## src/rtl/avalon_arb_pkg.sv

```systemverilog
// Shared types and helpers for the Avalon-ST round-robin arbiter.
// Provides the FSM state enum, channel-width helper and round-robin search function.
package avalon_arb_pkg;

   typedef enum logic {
      ST_IDLE,
      ST_LOCK
   } state_t;

   // Upper bound on sources that the search function can scan.
   localparam int MAX_SRC = 64;

   function automatic int ch_w(input int n);
      return (n > 1) ? $clog2(n) : 1;
   endfunction

   // First set bit of req, scanning ptr, ptr+1, ... modulo n; 0 when nothing is set.
   function automatic int rr_search(input logic [MAX_SRC-1:0] req, input int ptr, input int n);
      int   idx;
      logic found;
      rr_search = 0;
      found     = 1'b0;
      for (int k = 0; k < n; k++) begin
         idx = (ptr + k) % n;
         if (!found && req[idx[5:0]]) begin
            rr_search = idx;
            found     = 1'b1;
         end
      end
   endfunction

endpackage

```

## src/rtl/avalon_st_rr_arbiter_rr_pick.sv

```systemverilog
// Combinational round-robin pick: index of the first request at or after ptr, wrapping.
// 'any' is high when at least one request is present.
module rr_pick
   import avalon_arb_pkg::*;
#(
   parameter int N    = 4,
   parameter int CH_W = 2
) (
   input  logic [N-1:0]    req,
   input  logic [CH_W-1:0] ptr,
   output logic [CH_W-1:0] idx,
   output logic            any
);

   logic [MAX_SRC-1:0] req_ext;

   assign req_ext = MAX_SRC'(req);
   assign idx     = CH_W'(rr_search(req_ext, int'(ptr), N));
   assign any     = |req;

endmodule

```

## src/rtl/avalon_st_rr_arbiter.sv

```systemverilog
// Packet-locked round-robin arbiter sharing one Avalon-ST sink among N_SRC sources.
// Define ARB_OUT_REG_EN to register the output through a 2-entry skid buffer (+1 cycle latency).
module avalon_st_rr_arbiter
   import avalon_arb_pkg::*;
#(
   parameter int N_SRC     = 4,
   parameter int DATA_W    = 8,
   parameter int MAX_BEATS = 16
) (
   input  logic                      clk,
   input  logic                      reset,
   input  logic [N_SRC-1:0]          in_valid,
   output logic [N_SRC-1:0]          in_ready,
   input  logic [N_SRC*DATA_W-1:0]   in_data,
   input  logic [N_SRC-1:0]          in_eop,
   output logic                      out_valid,
   input  logic                      out_ready,
   output logic [DATA_W-1:0]         out_data,
   output logic                      out_eop,
   output logic [$clog2(N_SRC)-1:0]  out_channel,
   output logic                      out_trunc
);

   localparam int CH_W  = ch_w(N_SRC);
   localparam int CNT_W = (MAX_BEATS == 0) ? 1 : $clog2(MAX_BEATS + 1);
   localparam logic [CNT_W-1:0] LAST_CNT = CNT_W'((MAX_BEATS == 0) ? 0 : MAX_BEATS - 1);
   localparam logic [CH_W-1:0]  LAST_SRC = CH_W'(N_SRC - 1);

   state_t            state;
   logic [CH_W-1:0]   ptr;
   logic [CH_W-1:0]   grant;
   logic [CH_W-1:0]   pick_idx;
   logic              pick_any;
   logic [CNT_W-1:0]  beat_cnt;
   logic              lock;
   logic              g_valid;
   logic              g_eop;
   logic [DATA_W-1:0] g_data;
   logic              hit_max;
   logic              beat_eop;
   logic              beat_trunc;
   logic              sink_ready;
   logic              take;

   rr_pick #(
      .N    (N_SRC),
      .CH_W (CH_W)
   ) u_pick (
      .req (in_valid),
      .ptr (ptr),
      .idx (pick_idx),
      .any (pick_any)
   );

   assign lock       = (state == ST_LOCK);
   assign g_valid    = in_valid[grant];
   assign g_eop      = in_eop[grant];
   assign g_data     = in_data[grant*DATA_W +: DATA_W];
   assign hit_max    = (MAX_BEATS != 0) && (beat_cnt == LAST_CNT);
   assign beat_eop   = g_eop | hit_max;
   assign beat_trunc = hit_max & ~g_eop;
   assign take       = lock & g_valid & sink_ready;

   always_comb begin
      // NOTE: default assignment first so no path leaves in_ready unassigned (no latch).
      in_ready = '0;
      if (lock) in_ready[grant] = sink_ready;
   end

   // Grant only moves in IDLE, so a stalled beat keeps its source until accepted.
   always_ff @(posedge clk or posedge reset) begin
      if (reset) begin
         state    <= ST_IDLE;
         ptr      <= '0;
         grant    <= '0;
         beat_cnt <= '0;
      end else begin
         case (state)
            ST_IDLE: begin
               if (pick_any) begin
                  grant <= pick_idx;
                  state <= ST_LOCK;
               end
            end
            ST_LOCK: begin
               if (take) begin
                  if (beat_eop) begin
                     state    <= ST_IDLE;
                     ptr      <= (grant == LAST_SRC) ? '0 : grant + 1'b1;
                     beat_cnt <= '0;
                  end else begin
                     beat_cnt <= beat_cnt + 1'b1;
                  end
               end
            end
            default: state <= ST_IDLE;
         endcase
      end
   end

`ifdef ARB_OUT_REG_EN
   typedef struct packed {
      logic [DATA_W-1:0] data;
      logic              eop;
      logic              trunc;
      logic [CH_W-1:0]   ch;
   } beat_t;

   beat_t      buf_q [2];
   beat_t      head;
   logic       wr_ptr;
   logic       rd_ptr;
   logic [1:0] count;
   logic       push;
   logic       pop;

   assign sink_ready = (count != 2'd2);
   assign push       = take;
   assign pop        = (count != 2'd0) & out_ready;

   always_ff @(posedge clk or posedge reset) begin
      if (reset) begin
         // NOTE: only two entries, so they are reset to present zeros on the outputs after reset.
         for (int i = 0; i < 2; i++) buf_q[i] <= '0;
         wr_ptr <= 1'b0;
         rd_ptr <= 1'b0;
         count  <= 2'd0;
      end else begin
         if (push) begin
            buf_q[wr_ptr] <= '{data: g_data, eop: beat_eop, trunc: beat_trunc, ch: grant};
            wr_ptr        <= ~wr_ptr;
         end
         if (pop) rd_ptr <= ~rd_ptr;
         count <= count + {1'b0, push} - {1'b0, pop};
      end
   end

   assign head        = buf_q[rd_ptr];
   assign out_valid   = (count != 2'd0);
   assign out_data    = head.data;
   assign out_eop     = head.eop;
   assign out_trunc   = head.trunc;
   assign out_channel = head.ch;
`else
   assign sink_ready  = out_ready;
   assign out_valid   = lock & g_valid;
   assign out_data    = lock ? g_data : '0;
   assign out_eop     = lock & beat_eop;
   assign out_trunc   = lock & beat_trunc;
   assign out_channel = grant;
`endif

endmodule

```

## config.mk

```make
export PLATFORM = sky130hd
export DESIGN_NAME = avalon_st_rr_arbiter
export DESIGN_NICKNAME = d
export VERILOG_FILES = /design/src/rtl/avalon_arb_pkg.sv /design/src/rtl/avalon_st_rr_arbiter_rr_pick.sv /design/src/rtl/avalon_st_rr_arbiter.sv
export SDC_FILE = /design/constraint.sdc
export NUM_CORES = 1
export LEC_CHECK = 0
export CAP_MARGIN = 0
export CORE_AREA = 5 5 66 50
export CTS_CLUSTER_SIZE = 16
export DETAILED_ROUTE_END_ITERATION = 10
export DIE_AREA = 0 0 71 55
export PLACE_DENSITY = 0.93
export SETUP_SLACK_MARGIN = 0.05
export SLEW_MARGIN = 20
export SYNTH_ARGS = -nofsm -noshare
export SYNTH_HDL_FRONTEND = slang
export SYNTH_SLANG_ARGS = --single-unit
```

## constraint.sdc

```tcl
create_clock -name clk -period 4.2 [get_ports clk]
set_input_delay 0.84 -clock clk [delete_from_list [all_inputs] [get_ports clk]]
set_output_delay 0.84 -clock clk [all_outputs]
set_load 0.02 [all_outputs]
```

==> summary.txt, run 1 <==
Job
  • Max Cap Violations: 0

Min path
  • Hold Path Depth: 2
  • HP Class: register to register
  • Worst Min Path Start: beat_cnt[1]$_DFFE_PP0P_
  • Hold Crit Endpoint: beat_cnt[1]$_DFFE_PP0P_

Timing
  • Max Fclk: about 0.29 GHz
  • Skew final: about 5.4 ps
  • Crit path time final: between 3000 and 4000 ps
  • Hold slack final: 531 ps
  • RSZ-0062 raised after global routing: no
  • Pins Over Slew Limit: 0
  • Fin crit share: 82.9%
  • Setup_tns: 0 ps
  • Slew @ Worst Pin: just over 600 ps
  • Final hold vios: 0
  • Slew margin rel.: 59.2%
  • Endpoints failing setup: 0

Clock network
  • Post-cts gate resize count: 0
  • CTS H-Tree Depth: 1
  • CTS clock-pin slew for the worst setup and hold paths: 50 ps
  • CTS tree: yes
  • Clock sink count: 10
  • CTS root buffer: clkbuf_8
  • Worst skew pair latency: 240 ps
  • CTS max path bufs: 2
  • Setup Buffers After CTS: 0
  • CTS hold repair buffers: 0
  • Total CTS buffers: 3

Critical path
  • FF-to-FF End: ptr[1]$_DFFE_PP0P_
  • CP required: 3360 ps
  • R2r worst-path depth: 5
  • RR Startpoint: out_channel[0]$_DFFE_PP0P_
  • Crit-path max FO: 7
  • Worst setup SP type: input pin
  • Worst setup path category: input pin to output port
  • CP endpoint kind: output port
  • Reg2reg setup slack: between 2000 and 2500 ps
  • CP arrival: 2640 ps

Finish
  • Most common cell after layout, fill and taps aside: clkdlybuf4s50_1
  • Commonest cells after routing, fill and taps aside: clkdlybuf4s50_1 (59), inv_1 (11), dfrtp_1 (10)
  • Final #Nets: about 210
  • Area growth from synthesis to layout: 71.3%
  • Ratio of cells with drive above 1 in the final layout: a little over a tenth
  • N_diodes: 0

Route
  • Iter 0 DRT Violations: 62
  • Drt wl/cell: around 16 um
  • Routed vias/inst: approximately 5.3
  • Routed vias: roughly 1000
  • DRC errors left: 0
  • Total Wirelength: 3080 um
  • Routed Antenna Nets: 0
  • Pre-antenna DRT Iters: 5

Status
  • Status: finished, final reports clean

Global route
  • GRT Total Usage: 15.4%
  • Antenna violations before repair: 0
  • Remaining global-route overflow: 0
  • First-pass GRT wire length: approximately 4700 um
  • Largest net degree at the start of global routing: 19
  • Vias in the first global route: between 1000 and 1500

Power and ir drop
  • Pwr Density: about 550 mW/mm^2
  • Peak VDD IR: 276 uV
  • Overall Power: between 800 and 900 uW
  • Static leakage: between 0.6 and 0.7 nW

Floorplan
  • Die W: roughly 70 um
  • Chip height: roughly 55 um
  • FP Rows: 16
  • Die Footprint: approximately 0.0039 sq mm
  • Io pins: 60
  • Initial core utilization: 36.4%
  • Core box area: 0.00264 sq mm

Place
  • Post-DP HPWL: around 2400 um
  • Placer Congestion: around 0.9
  • Number of port buffers: 59

Synth
  • Post-Syn Area: roughly 960 sq um
  • Yosys warns: 0
  • #FFs+latches synth: 10
  • Syn Inst Count: 97
  • Count of different cell masters after synthesis: 30
  • Post-synthesis sequential area ratio: 26.0%
  • Syn_area_per_cell: 9.92 sq um
  • Net count after synthesis: approximately 150
[power by group]
part           total [mW]  switching (mW)  internal [mW]
clock network       0.122          0.0391         0.0825
logic               0.567           0.251          0.316
registers           0.210          0.0778          0.133
total               0.899           0.368          0.531
[flip-flops by register name (all words and copies together), names as in the netlist]
| name | count |
|---|---|
| beat_cnt | 5 |
| lock | 1 |
| ptr | 2 |
| out_channel | 2 |
[final cells by class]
class	instances	area, sq um
fillers	204	995
multi-input cells	73	658
repair buffers	60	598
flip-flops and latches	10	250
clock buffers	4	55.1
well taps	36	45.0
inverters	11	41.3
[worst max-delay path, cell delays in order]
cell and delay (ps):
clkdlybuf4s50_1 400, mux4_2 500, nor2_2 260, nor2b_1 80
clkdlybuf4s50_1 560
[kinds of logic (layout without fill, tap and decap cells)]
family          after synthesis  in the layout  share of synthesized area (%)
simple gates                 36             36                           21.7
compound gates               20             20                           13.5
buf+inv                      14             75                           5.59
mux                          11             11                           25.4
flops                        10             10                           26.0
fa+ha+maj                     6              6                           7.80
[how the worst max path moves through the flow]
stage / startpoint / endpoint / slack [ps] / depth (start not counted)
6_report: in_eop[3] / out_eop / 720 / 5
5_1_grt: in_eop[3] / out_eop / 650 / 5
4_1_cts: in_eop[3] / out_eop / 720 / 5
3_5_place_dp: in_eop[3] / out_eop / 720 / 5
3_3_place_gp: in_valid[0] / out_valid / 770 / 4
2_1_floorplan: in_eop[3] / out_trunc / 1730 / 2
[per-layer routing]
| metal | global-route usage [%] | wire length (um) | up-vias |
|---|---|---|---|
| met5 | 0 | 0 | - |
| met4 | 8.44 | 91 | 0 |
| met3 | 2.35 | 173 | 10 |
| met2 | 28.3 | 1520 | 47 |
| met1 | 17.9 | 1290 | 491 |
| li1 | - | - | 479 |
[per-stage QoR]
stage          utilization [%]  std cells  area [sq um]  worst slack [ps]
2_1_floorplan                -         97           962              1730
3_3_place_gp              60.3        190          1590               773
3_5_place_dp              60.3        190          1590               721
4_1_cts                   62.4        194          1650               721
5_1_grt                   62.4        194          1650               653
6_report                  62.4        194          1650               718
[synthesized netlist by cell type]
| cell type | count | area share [%] |
|---|---|---|
| inv_1 | 11 | 4.3 |
| dfrtp_1 | 10 | 26 |
| and2_1 | 9 | 5.9 |
| mux4_2 | 9 | 21 |
| o21ai_0 | 8 | 4.2 |
| nand2_1 | 7 | 2.7 |
| ha_1 | 6 | 7.8 |
| and3_1 | 5 | 3.3 |
| nor2_1 | 3 | 1.2 |
| nor2b_1 | 3 | 2.0 |
| a21oi_1 | 2 | 1.0 |
| a221oi_1 | 2 | 1.8 |
| nand2b_1 | 2 | 1.3 |
| nand3_1 | 2 | 1.0 |
| o22ai_1 | 2 | 1.3 |
| o2bb2ai_1 | 2 | 1.8 |
| a21o_1 | 1 | 0.78 |
| a22o_1 | 1 | 0.91 |
| buf_1 | 1 | 0.39 |
| buf_2 | 1 | 0.52 |
| clkbuf_1 | 1 | 0.39 |
| mux2_4 | 1 | 1.6 |
| mux4_1 | 1 | 2.7 |
| nand3_4 | 1 | 1.8 |
| nand3b_1 | 1 | 0.78 |
| nor2_2 | 1 | 0.65 |
| nor3_1 | 1 | 0.52 |
| o311ai_1 | 1 | 0.91 |
| o31ai_1 | 1 | 0.78 |
| or2_1 | 1 | 0.65 |
(Power assumes the default switching activity.)
==> run 2: changes to the inputs <==
--- a/config.mk
+++ b/config.mk
@@ -6,11 +6,11 @@
 export NUM_CORES = 1
 export LEC_CHECK = 0
 export CAP_MARGIN = 0
-export CORE_AREA = 5 5 66 50
+export CORE_AREA = 5 5 67 51
 export CTS_CLUSTER_SIZE = 16
 export DETAILED_ROUTE_END_ITERATION = 10
-export DIE_AREA = 0 0 71 55
-export PLACE_DENSITY = 0.93
+export DIE_AREA = 0 0 72 56
+export PLACE_DENSITY = 0.9
 export SETUP_SLACK_MARGIN = 0.05
 export SLEW_MARGIN = 20
 export SYNTH_ARGS = -nofsm -noshare
==> constraint.sdc (replaced) <==
create_clock -name clk -period 3.3 [get_ports clk]
set_input_delay 0.66 -clock clk [delete_from_list [all_inputs] [get_ports clk]]
set_output_delay 0.66 -clock clk [all_outputs]
set_load 0.02 [all_outputs]
==> run 2 against run 1 <==
Net effect:
- sequential share of layout area about the same
- count of clock-buffer cells in the layout down 1
- worst setup slack worse by 500 ps
- largest power group unchanged
==> summary.txt, run 2 (synthesized netlist as in run 1, its figures left out) <==
Route
  • Drt wl/cell: 16.8 um (+5.7%)
  • Pre-antenna DRT Iters: 4 (-1)
  • Total Wirelength: 3280 um (+6.3%)
  • Routed Antenna Nets: 0 (unchanged)
  • DRC errors left: 0 (unchanged)
  • Routed vias/inst: 5.21 (-1.7%)
  • Routed vias: 1015 (-1.2%)
  • Iter 0 DRT Violations: 71 (+15%)

Clock network
  • Setup Buffers After CTS: 0 (unchanged)
  • Post-cts gate resize count: 0 (unchanged)
  • CTS hold repair buffers: 0 (unchanged)
  • Worst skew pair latency: 230 ps (about the same)
  • CTS H-Tree Depth: 1 (unchanged)
  • CTS clock-pin slew for the worst setup and hold paths: 50 ps (about the same)
  • Total CTS buffers: 3 (unchanged)
  • Clock sink count: 10 (unchanged)
  • CTS max path bufs: 2 (unchanged)
  • CTS root buffer: clkbuf_8
  • CTS tree: yes

Critical path
  • CP required: 2640 ps (-720 ps)
  • CP max-delay cell: mux4_2
  • CP endpoint kind: output port
  • RR Startpoint: out_channel[0]$_DFFE_PP0P_
  • Critical path's largest stage delay: 550 ps (about the same)
  • Crit path launch: in_valid[3]
  • Worst setup path category: input pin to output port
  • Most Frequent Cell on Critical Path: clkdlybuf4s50_1
  • CP arrival: 2420 ps (-220 ps)
  • WP buf/inv: 2 (unchanged)
  • Crit-path max FO: 6 (-1)
  • Worst path top cell family by delay: buffers and inverters
  • Critical Path, Cell by Cell: clkdlybuf4s50_1, mux4_2, and2_1, clkdlybuf4s50_1
  • Worst setup SP type: input pin

Timing
  • Slew @ Worst Pin: 603 ps (-8.38 ps)
  • Final hold vios: 0 (unchanged)
  • Endpoints failing setup: 0 (unchanged)
  • Crit path time final: about 3100 ps
  • Skew final: 3.95 ps (-1.50 ps)
  • RSZ-0062 raised after global routing: no
  • Fin crit share: slightly above 90%
  • Setup_tns: 0 ps (unchanged)
  • Pins Over Slew Limit: 0 (unchanged)
  • Setup ws final: 218 ps (-500 ps)
  • Hold slack final: 476 ps (-54.8 ps)
  • Slew margin rel.: 59.8% (+0.56 points)
  • Max Fclk: 0.324 GHz

Global route
  • Vias in the first global route: 1034 (-0.96%)
  • Antenna violations before repair: 0 (unchanged)
  • Remaining global-route overflow: 0 (unchanged)
  • First-pass GRT wire length: 5290 um (+12%)
  • GRT Total Usage: 16.8% (+1.3 points)
  • Largest net degree at the start of global routing: 19 (unchanged)

Power and ir drop
  • Peak VDD IR: 265 uV (-4.3%)
  • Pwr Density: 683 mW/mm^2 (+25%)
  • Static leakage: 0.669 nW (+0.36%)

Place
  • Post-place setup slack: 238 ps (-483 ps)
  • Number of port buffers: 59 (unchanged)
  • Placer Congestion: 0.764 (-13%)
  • Post-DP HPWL: 2730 um (+12%)

Finish
  • Max FFs per register: 5 (unchanged)
  • Area growth from synthesis to layout: 71.4% (about the same)
  • N_diodes: 0 (unchanged)
  • Ratio of cells with drive above 1 in the final layout: 11.3% (+0.56 points)
  • Commonest cells after routing, fill and taps aside: clkdlybuf4s50_1 (59), inv_1 (11), dfrtp_1 (10)
  • Most common cell after layout, fill and taps aside: clkdlybuf4s50_1
  • Biggest register: beat_cnt
  • Final #Nets: 210 (+0.96%)

Status
  • Status: finished, final reports clean

Job
  • Max Cap Violations: 0 (unchanged)

Floorplan
  • Die W: 72 um (+1.4%)
  • Initial core utilization: 35.9% (-0.54 points)
  • Chip height: 56 um (+1.8%)
  • Core box area: 0.00268 sq mm (+1.5%)
  • FP Rows: 16 (unchanged)
  • Die Footprint: 0.00403 sq mm (+3.3%)
  • Io pins: 60 (unchanged)

Min path
  • Worst Min Path Start: beat_cnt[4]$_DFFE_PP0P_
  • HP Class: register to register
[run 2: path summary, 6_finish.rpt]
check	end	slack, ps	cells past startpoint
min in group asynchronous	ptr[1]$_DFFE_PP0P_	700	2
hold reg to reg	beat_cnt[4]$_DFFE_PP0P_	480	2
setup reg to reg	ptr[1]$_DFFE_PP0P_	1130	6
setup / recovery	out_valid	220	4
hold / removal	beat_cnt[4]$_DFFE_PP0P_	480	2
max in group asynchronous	lock$_DFF_PP0_	2320	2
[run 2: layout make-up]
cell class / instances / area, sq um
fill: 225 / 1030
multi-input combinational: 73 / 658
timing repair buffer: 62 / 613
sequential: 10 / 250
tap: 36 / 45.0
clock buffer: 3 / 41.3
inverter: 11 / 41.3
[run 2: tightest hold or removal path: stages (launching register included)]
cell and delay [ps]:
dfrtp_1 330, nand2_1 40, o21ai_0 60
[run 2: per-stage QoR]
stage	std cells	cell area [sq um]	utilization [%]	power, mW
after floorplan	97	962	-	0.685
after global placement	192	1610	59.9	0.979
after detailed placement	192	1610	59.9	1.01
after CTS	195	1650	61.5	1.14
after global routing	195	1650	61.5	1.21
final	195	1650	61.5	1.13
[run 2: power by group]
part / internal, mW / leakage, nW / total (mW) / switching (mW)
Sequential: 0.169 / 0.124 / 0.266 / 0.0973
Clock: 0.0794 / 0.0216 / 0.122 / 0.0429
Combinational: 0.410 / 0.524 / 0.737 / 0.327
Total: 0.658 / 0.669 / 1.13 / 0.467
[run 2: routing by layer]
layer	vias to the layer above	share of wire, %	track usage [%]
li1	483	-	-
met1	483	36	18.9
met2	39	54	29.6
met3	10	7.1	4.33
met4	0	3.1	6.97
met5	-	0	0
